**config.mk**
```make
export PLATFORM = sky130hd
export DESIGN_NAME = mem_arbiter
export DESIGN_NICKNAME = d
export VERILOG_FILES = /design/src/rtl/cpu_arb_pkg.sv /design/src/rtl/mem_arb_pick.sv /design/src/rtl/mem_arbiter.sv
export SDC_FILE = /design/constraint.sdc
export NUM_CORES = 1
export LEC_CHECK = 0
export BUFFER_PORTS_ARGS = -buffer_cell sky130_fd_sc_hd__buf_2
export CAP_MARGIN = 20
export CORE_MARGIN = 8
export CORE_UTILIZATION = 43
export CTS_CLUSTER_DIAMETER = 100
export DETAILED_ROUTE_END_ITERATION = 8
export PLACE_DENSITY_LB_ADDON = 0.1
export SLEW_MARGIN = 40
export SYNTH_ARGS = -nofsm -noshare
export SYNTH_HDL_FRONTEND = slang
export SYNTH_SLANG_ARGS = --single-unit
```
**constraint.sdc**
```tcl
create_clock -name clk_i -period 1.9 [get_ports clk_i]
set_clock_uncertainty 0.1 [all_clocks]
set_input_delay 0.38 -clock clk_i [delete_from_list [all_inputs] [get_ports clk_i]]
set_output_delay 0.38 -clock clk_i [all_outputs]
set_load 0.05 [all_outputs]
```
**src/rtl/cpu_arb_pkg.sv**
```systemverilog
// Shared types and constants for the two-port memory arbiter.
// The arbitration policy itself is selected by MEM_ARB_RR_EN, see mem_arb_pick.
package cpu_arb_pkg;

  typedef enum logic [1:0] {
    IDLE   = 2'd0,
    ACCESS = 2'd1,
    RESP   = 2'd2
  } arb_state_t;

  localparam logic REQ_IF  = 1'b0;
  localparam logic REQ_MEM = 1'b1;

  // Wide enough for LATENCY-1 with LATENCY up to 15.
  localparam int CNT_W = 4;

endpackage

```
**src/rtl/mem_arb_pick.sv**
```systemverilog
// Combinational winner select between the fetch and data ports.
// MEM_ARB_RR_EN defined: round-robin against the last grant; undefined: data port has fixed priority.
module mem_arb_pick
  import cpu_arb_pkg::*;
(
  input  logic if_req,
  input  logic mem_req,
`ifdef MEM_ARB_RR_EN
  input  logic last_grant,
`endif
  output logic any,
  output logic winner
);

  always_comb begin
    any    = if_req | mem_req;
    winner = REQ_IF;
    if (if_req && mem_req) begin
`ifdef MEM_ARB_RR_EN
      winner = (last_grant == REQ_MEM) ? REQ_IF : REQ_MEM;
`else
      winner = REQ_MEM;
`endif
    end else if (mem_req) begin
      winner = REQ_MEM;
    end
  end

endmodule

```
**src/rtl/mem_arbiter.sv**
```systemverilog
// Shares one single-port memory between instruction fetch and the data stage, one transaction at a time.
// Arbitration policy follows MEM_ARB_RR_EN (round-robin when defined, data-port priority otherwise).
module mem_arbiter
  import cpu_arb_pkg::*;
#(
  parameter int LATENCY = 2,
  parameter int AW      = 32,
  parameter int DW      = 32
) (
  input  logic          clk_i,
  input  logic          rst_i,
  input  logic          if_req_i,
  input  logic [AW-1:0] if_addr_i,
  output logic          if_gnt_o,
  output logic          if_valid_o,
  output logic [DW-1:0] if_rdata_o,
  input  logic          mem_req_i,
  input  logic          mem_we_i,
  input  logic [AW-1:0] mem_addr_i,
  input  logic [DW-1:0] mem_wdata_i,
  output logic          mem_gnt_o,
  output logic          mem_valid_o,
  output logic [DW-1:0] mem_rdata_o,
  output logic          ram_en_o,
  output logic          ram_we_o,
  output logic [AW-1:0] ram_addr_o,
  output logic [DW-1:0] ram_wdata_o,
  input  logic [DW-1:0] ram_rdata_i
);

  arb_state_t       state_reg, state_next;
  logic [CNT_W-1:0] cnt_reg, cnt_next;
  logic             id_reg;
  logic             we_reg;
  logic [AW-1:0]    addr_reg;
  logic [DW-1:0]    wdata_reg;
  logic [DW-1:0]    if_rdata_reg;
  logic [DW-1:0]    mem_rdata_reg;
  logic             grant;
  logic             capture;
  logic             pick_any;
  logic             pick_winner;

`ifdef MEM_ARB_RR_EN
  logic             last_reg;
`endif

  mem_arb_pick u_pick (
    .if_req     (if_req_i),
    .mem_req    (mem_req_i),
`ifdef MEM_ARB_RR_EN
    .last_grant (last_reg),
`endif
    .any        (pick_any),
    .winner     (pick_winner)
  );

  always_comb begin
    state_next = state_reg;
    cnt_next   = cnt_reg;
    grant      = 1'b0;
    capture    = 1'b0;
    case (state_reg)
      IDLE: begin
        if (pick_any) begin
          grant      = 1'b1;
          state_next = ACCESS;
          cnt_next   = CNT_W'(LATENCY - 1);
        end
      end
      ACCESS: begin
        if (cnt_reg == '0) begin
          capture    = 1'b1;
          state_next = RESP;
        end else begin
          cnt_next = cnt_reg - CNT_W'(1);
        end
      end
      RESP:    state_next = IDLE;
      default: state_next = IDLE;
    endcase
  end

  always_ff @(posedge clk_i or negedge rst_i) begin
    if (!rst_i) begin
      state_reg     <= IDLE;
      cnt_reg       <= '0;
      id_reg        <= REQ_IF;
      we_reg        <= 1'b0;
      addr_reg      <= '0;
      wdata_reg     <= '0;
      if_rdata_reg  <= '0;
      mem_rdata_reg <= '0;
`ifdef MEM_ARB_RR_EN
      last_reg      <= REQ_IF;
`endif
    end else begin
      state_reg <= state_next;
      cnt_reg   <= cnt_next;
      if (grant) begin
        id_reg    <= pick_winner;
        we_reg    <= (pick_winner == REQ_MEM) ? mem_we_i : 1'b0;
        addr_reg  <= (pick_winner == REQ_MEM) ? mem_addr_i : if_addr_i;
        wdata_reg <= (pick_winner == REQ_MEM) ? mem_wdata_i : '0;
`ifdef MEM_ARB_RR_EN
        last_reg  <= pick_winner;
`endif
      end
      // Stores report zero read data so the data stage never sees stale load data.
      if (capture) begin
        if (id_reg == REQ_IF) begin
          if_rdata_reg <= ram_rdata_i;
        end else begin
          mem_rdata_reg <= we_reg ? '0 : ram_rdata_i;
        end
      end
    end
  end

  // Grant is combinational on the request, so it is masked while reset is held.
  assign if_gnt_o    = rst_i & grant & (pick_winner == REQ_IF);
  assign mem_gnt_o   = rst_i & grant & (pick_winner == REQ_MEM);
  assign if_valid_o  = (state_reg == RESP) && (id_reg == REQ_IF);
  assign mem_valid_o = (state_reg == RESP) && (id_reg == REQ_MEM);
  assign if_rdata_o  = if_rdata_reg;
  assign mem_rdata_o = mem_rdata_reg;

  // Memory strobes decode straight from state, so an asynchronous reset drops them at once.
  assign ram_en_o    = (state_reg == ACCESS);
  assign ram_we_o    = ram_en_o & we_reg;
  assign ram_addr_o  = ram_en_o ? addr_reg : '0;
  assign ram_wdata_o = ram_en_o ? wdata_reg : '0;

endmodule

```
* Word-level counts from Yosys, hierarchy flattened *
Index checks and enable logic that the tools add are counted.

cells by class
  reductions and logical operators = 10
  multiplexer cells = 18
  add/sub/neg operators = 1
  bitwise operators = 7
  equality and inequality tests = 5

operators by type and width
  cell                   number
  $mux W32               5
  $mux W4                2
  $pmux W4 S2            1
  $mux W1                7
  $reduce_and A2 Y1      3
  $and A1 B1 Y1          4
  $logic_not A4 Y1       1
  $mux W2                2
  $ne A2 B2 Y1 const B   2
  $pmux W2 S2            1
  $sub A4 B1 Y4 const B  1
  $logic_and A1 B1 Y1    3
  $reduce_and A3 Y1      1
  $eq A2 B1 Y1 const B   1
  $eq A2 B2 Y1 const B   1
  $logic_not A2 Y1       1
  $ne A2 B1 Y1 const B   1
  $not A1 Y1             2
  $reduce_bool A2 Y1     1
  $or A1 B1 Y1           1

word-level totals
  logic and storage cells = 49
  bits of input ports = 133
  register bits = 136
  output and inout bits = 134

* Logic depth before layout (Yosys ltp) *
  depth in word-level cells = 5
  depth in mapped cells = 7
  depth with buffers taken out = 5

* By module *
From an unflattened synthesis, not the netlist that was laid out.

unflattened totals
  cell total of the unflattened synthesis = 574
  area, all modules = 6283.5 um^2

by module, submodules not included
  module        times used  area an instance (um^2)  cells each  seq. area each (um^2)
  mem_arbiter   1           6273.5                   572         3403.3
  mem_arb_pick  1           10.0                     2           0.0

* Worst setup path after synthesis *
OpenSTA, ideal clock, no wires.

  path type = in2out
  from = input mem_req_i
  to = output if_gnt_o
  data required time = 1.420 ns
  setup slack = -0.503 ns
  arrival time = 1.923 ns
  stages on the path = 3
  path buffers = 2
  cell sequence = buf_2 > buf_2 > nor3b_1

between the ends
  word-level cells in the longest chain between the ends = 5
  elaborated cells on any way between the ends = 9
  those cells by class = mux (4); bitwise (4); reduce/logical (1)

RTL lines
  item               line                text
  start, declared    mem_arbiter.sv:17   input logic mem_req_i,
  $or A1 B1 Y1       mem_arb_pick.sv:16  any = if_req | mem_req;
  $mux W1            mem_arbiter.sv:65   if (pick_any) begin
  $mux W1            mem_arbiter.sv:63   case (state_reg)
  $and A1 B1 Y1      mem_arbiter.sv:121  assign if_gnt_o = rst_i & grant & (pick_winner == REQ_IF);
  $and A1 B1 Y1 (*)  mem_arbiter.sv:121
  end, declared      mem_arbiter.sv:14   output logic if_gnt_o,

Mark *: on every way between the ends. The rest lies on a longest branch, timed or not.

* Final worst setup path *
  from = register state_reg[1]
  to = output ram_wdata_o[24]

between the ends
  word-level cells in the longest chain between the ends = 2

RTL lines
  item                    line                text
  start, declared         mem_arbiter.sv:31   arb_state_t state_reg, state_next;
  start signal, assigned  mem_arbiter.sv:98   state_reg <= state_next;
  $eq A2 B1 Y1            mem_arbiter.sv:129  assign ram_en_o = (state_reg == ACCESS);
  $mux W32                mem_arbiter.sv:132  assign ram_wdata_o = ram_en_o ? wdata_reg : '0;
  end, declared           mem_arbiter.sv:27   output logic [DW-1:0] ram_wdata_o,

Every way passes these cells.

==> flow_metrics.tcl <==
set metrics [dict create \
    cts-htree-levels 4 \
    path_clk_slew_ns 0.05 \
    grt_first_pass_wirelength_um 27900 \
    final_util_pct 67.6 \
    synthFlopType "dfrtp_1" \
    p_per_area_nw_per_um2 2230 \
    synth-compound-area-share_pct 10.7 \
    ir_drop_uv 1310 \
    synth_seq_cells 136 \
    worstPathArrival_ns 1.58 \
    synth_top_family_by_area "multiplexers" \
    die_area_um2 18600 \
    cap_viol_max_count 0 \
    wirelength_um 18900 \
    seq_area_um2 3400 \
    hold_slack_ns -0.0321 \
    worstHoldPathType "in -> async" \
    synth.net_count 633 \
    first_pass_iters 4 \
    numCtsBuffers 17 \
    via_per_inst 5.07 \
    grt_use_met1_pct 23.3 \
    p_leak_nw 4.94 \
    crit_type "reg -> out" \
    core_area_um2 14300 \
    dp_cells 928 \
    yosysSeqAreaShare_pct 54.7 \
    layout-drive-gt1-share_pct 59.7 \
    clkSinkCount 136 \
    synth-async-reset-ratio_pct 100 \
    violations "hold timing, setup timing" \
    layout.cells.non_filler 985 \
    dpl_worst_slack_ns 0.00324 \
    crit_path_end_kind "primary output" \
    synthAdderAreaFrac_pct 0.402 \
    n_fill_cell 1065 \
    finalMaxSlewViolations 0 \
    die_h_um 136 \
    yosysWarnings 0 \
    grt_setup_unrepaired "yes" \
    hold_violations 8 \
    final_common_cell "buf_2" \
    rows 44 \
    period_minus_slack_ns 2.06 \
    multiInputGateArea_um2 2900 \
    grt_max_degree 136 \
    antenna_found_initial 0 \
    yosysUniqueCellTypes 35 \
    io_buffers 266 \
    first_global_vias 5293 \
    layout_common_cells "buf_2, dfrtp_1, o21ai_0, mux2_4, buf_6" \
    gp_congestion 0.812 \
    syn-instance-count 498 \
    gr-usage-met2_pct 30.9 \
    min_period_over_period_pct 109 \
    synthToLayoutAreaGrowth_pct 55.4 \
    fmax_ghz 0.485 \
    wl_per_cell_um 19.2 \
    power.total_w 0.0216 \
    gr-max-usage-layer "met2" \
    routed-via-count 4993 \
    synth_mux_area_share_pct 18.7 \
    synth_edf_count 0 \
    worst-slew-pin-transition_ns 0.752 \
    route.detailed.drc 0 \
    pin_count 267 \
    cts_tree "built" \
    worstSkewPairLatency_ns 0.41 \
    critPathLaunchType "register" \
    place_hpwl_um 12200 \
    drtAntennaViolNets 0 \
    synth_xor_area_share_pct 0 \
    met3_usage_pct 8.02 \
    syn-cell-area_um2 6230 \
    overflow 0 \
    initial_core_util_pct 43.5 \
    nets 924 \
    diodes 0 \
    status "finished with violations" \
    drtIter0Drc 235 \
    die_x_um 136 \
    crit_path_max_fanout 12 \
    clockBufferDepth 2 \
    maxSlewHeadroom_pct 49.8 \
    syn_avg_cell_area_um2 12.5 \
    worst_slack_ns -0.164 \
    synthSimpleGateAreaFrac_pct 12.0 \
    grt_usage_pct 19.3 \
    required_ns 1.42 \
    setup_viol 101 \
    cts_root_buffer "clkbuf_16" \
]
-- cells by family (layout without fill, tap and decap cells) --
family,after synthesis,after routing
mux,97,97
buf+inv,42,345
flops,136,136
simple gates,116,116
compound gates,105,105
fa+ha+maj,2,2
-- Yosys cell counts, types with 3 or more instances --
cell type	n	area share (%)
and2_1	67	6.7
o21ai_0	64	5.1
mux2_1	30	5.4
buf_2	15	1.2
clkbuf_1	20	1.2
mux2i_1	32	5.1
nor2b_1	33	3.3
dfrtp_1	136	55
mux2_4	30	7.2
buf_8	3	0.72
mux2_2	5	0.90
a22o_1	33	4.6
-- area by class of cell --
class,count,area share (%)
multi-input cells,320,29.9
repair buffers,311,25.6
inverters,3,0.246
well taps,184,2.38
clock buffers,19,4.58
flip-flops and latches,136,35.2
clock inverters,12,2.07
-- layer usage --
layer  part of all wire (%)  routed length, um
met3                    9.1               1710
met1                     40               7620
met5                      0                  0
met2                     49               9300
met4                    1.3                250
-- critical path, stage by stage, from the launching register on --
cell      delay (ns)
dfrtp_1         0.37
nand2b_4        0.18
clkinv_8        0.11
buf_12          0.16
and2_2          0.20
buf_6           0.15
-- through the flow --
step | area [um2] | TNS (ns)
after detailed placement | 7870 | 0
after CTS | 9250 | -16.64
final | 9670 | -11.40
after floorplan | 6280 | -0.00667
after global routing | 9670 | -19.41
after global placement | 7870 | 0
-- worst paths after layout --
check	start	endpoint	slack (ns)	depth (start not counted)
setup / recovery	state_reg[1]$_DFFE_PN0P_	ram_wdata_o[24]	-0.16	5
hold / removal	rst_i	if_rdata_o[9]$_DFFE_PN0P_	-0.03	2
setup reg to reg	state_reg[1]$_DFFE_PN0P_	mem_rdata_o[9]$_DFFE_PN0P_	-0.13	9
hold reg to reg	wdata_reg[16]$_DFFE_PN0P_	wdata_reg[16]$_DFFE_PN0P_	0.40	1
max in group asynchronous	rst_i	mem_rdata_o[20]$_DFFE_PN0P_	1.14	2
min in group clk_i	mem_wdata_i[25]	wdata_reg[25]$_DFFE_PN0P_	0.09	2
-- report_power, final --
part           internal (W)  switching [W]  leakage, nW  total (W)
clock               0.00235        0.00122        0.305    0.00357
sequential          0.00426       0.000783         1.68    0.00504
combinational       0.00520        0.00774         2.95     0.0129
-- repair_timing --
| action | CTS | global route |
|---|---|---|
| pin swaps | 4 | 6 |
| resized for setup | 182 | 69 |
| hold buffers | 1 | 0 |
| hold endpoints to repair | 1 | 0 |
| setup endpoints to repair | 98 | 134 |
| gates cloned | 3 | 7 |
| buffers inserted | 10 | 8 |
No activity file was read; power rests on OpenSTA's default activity.
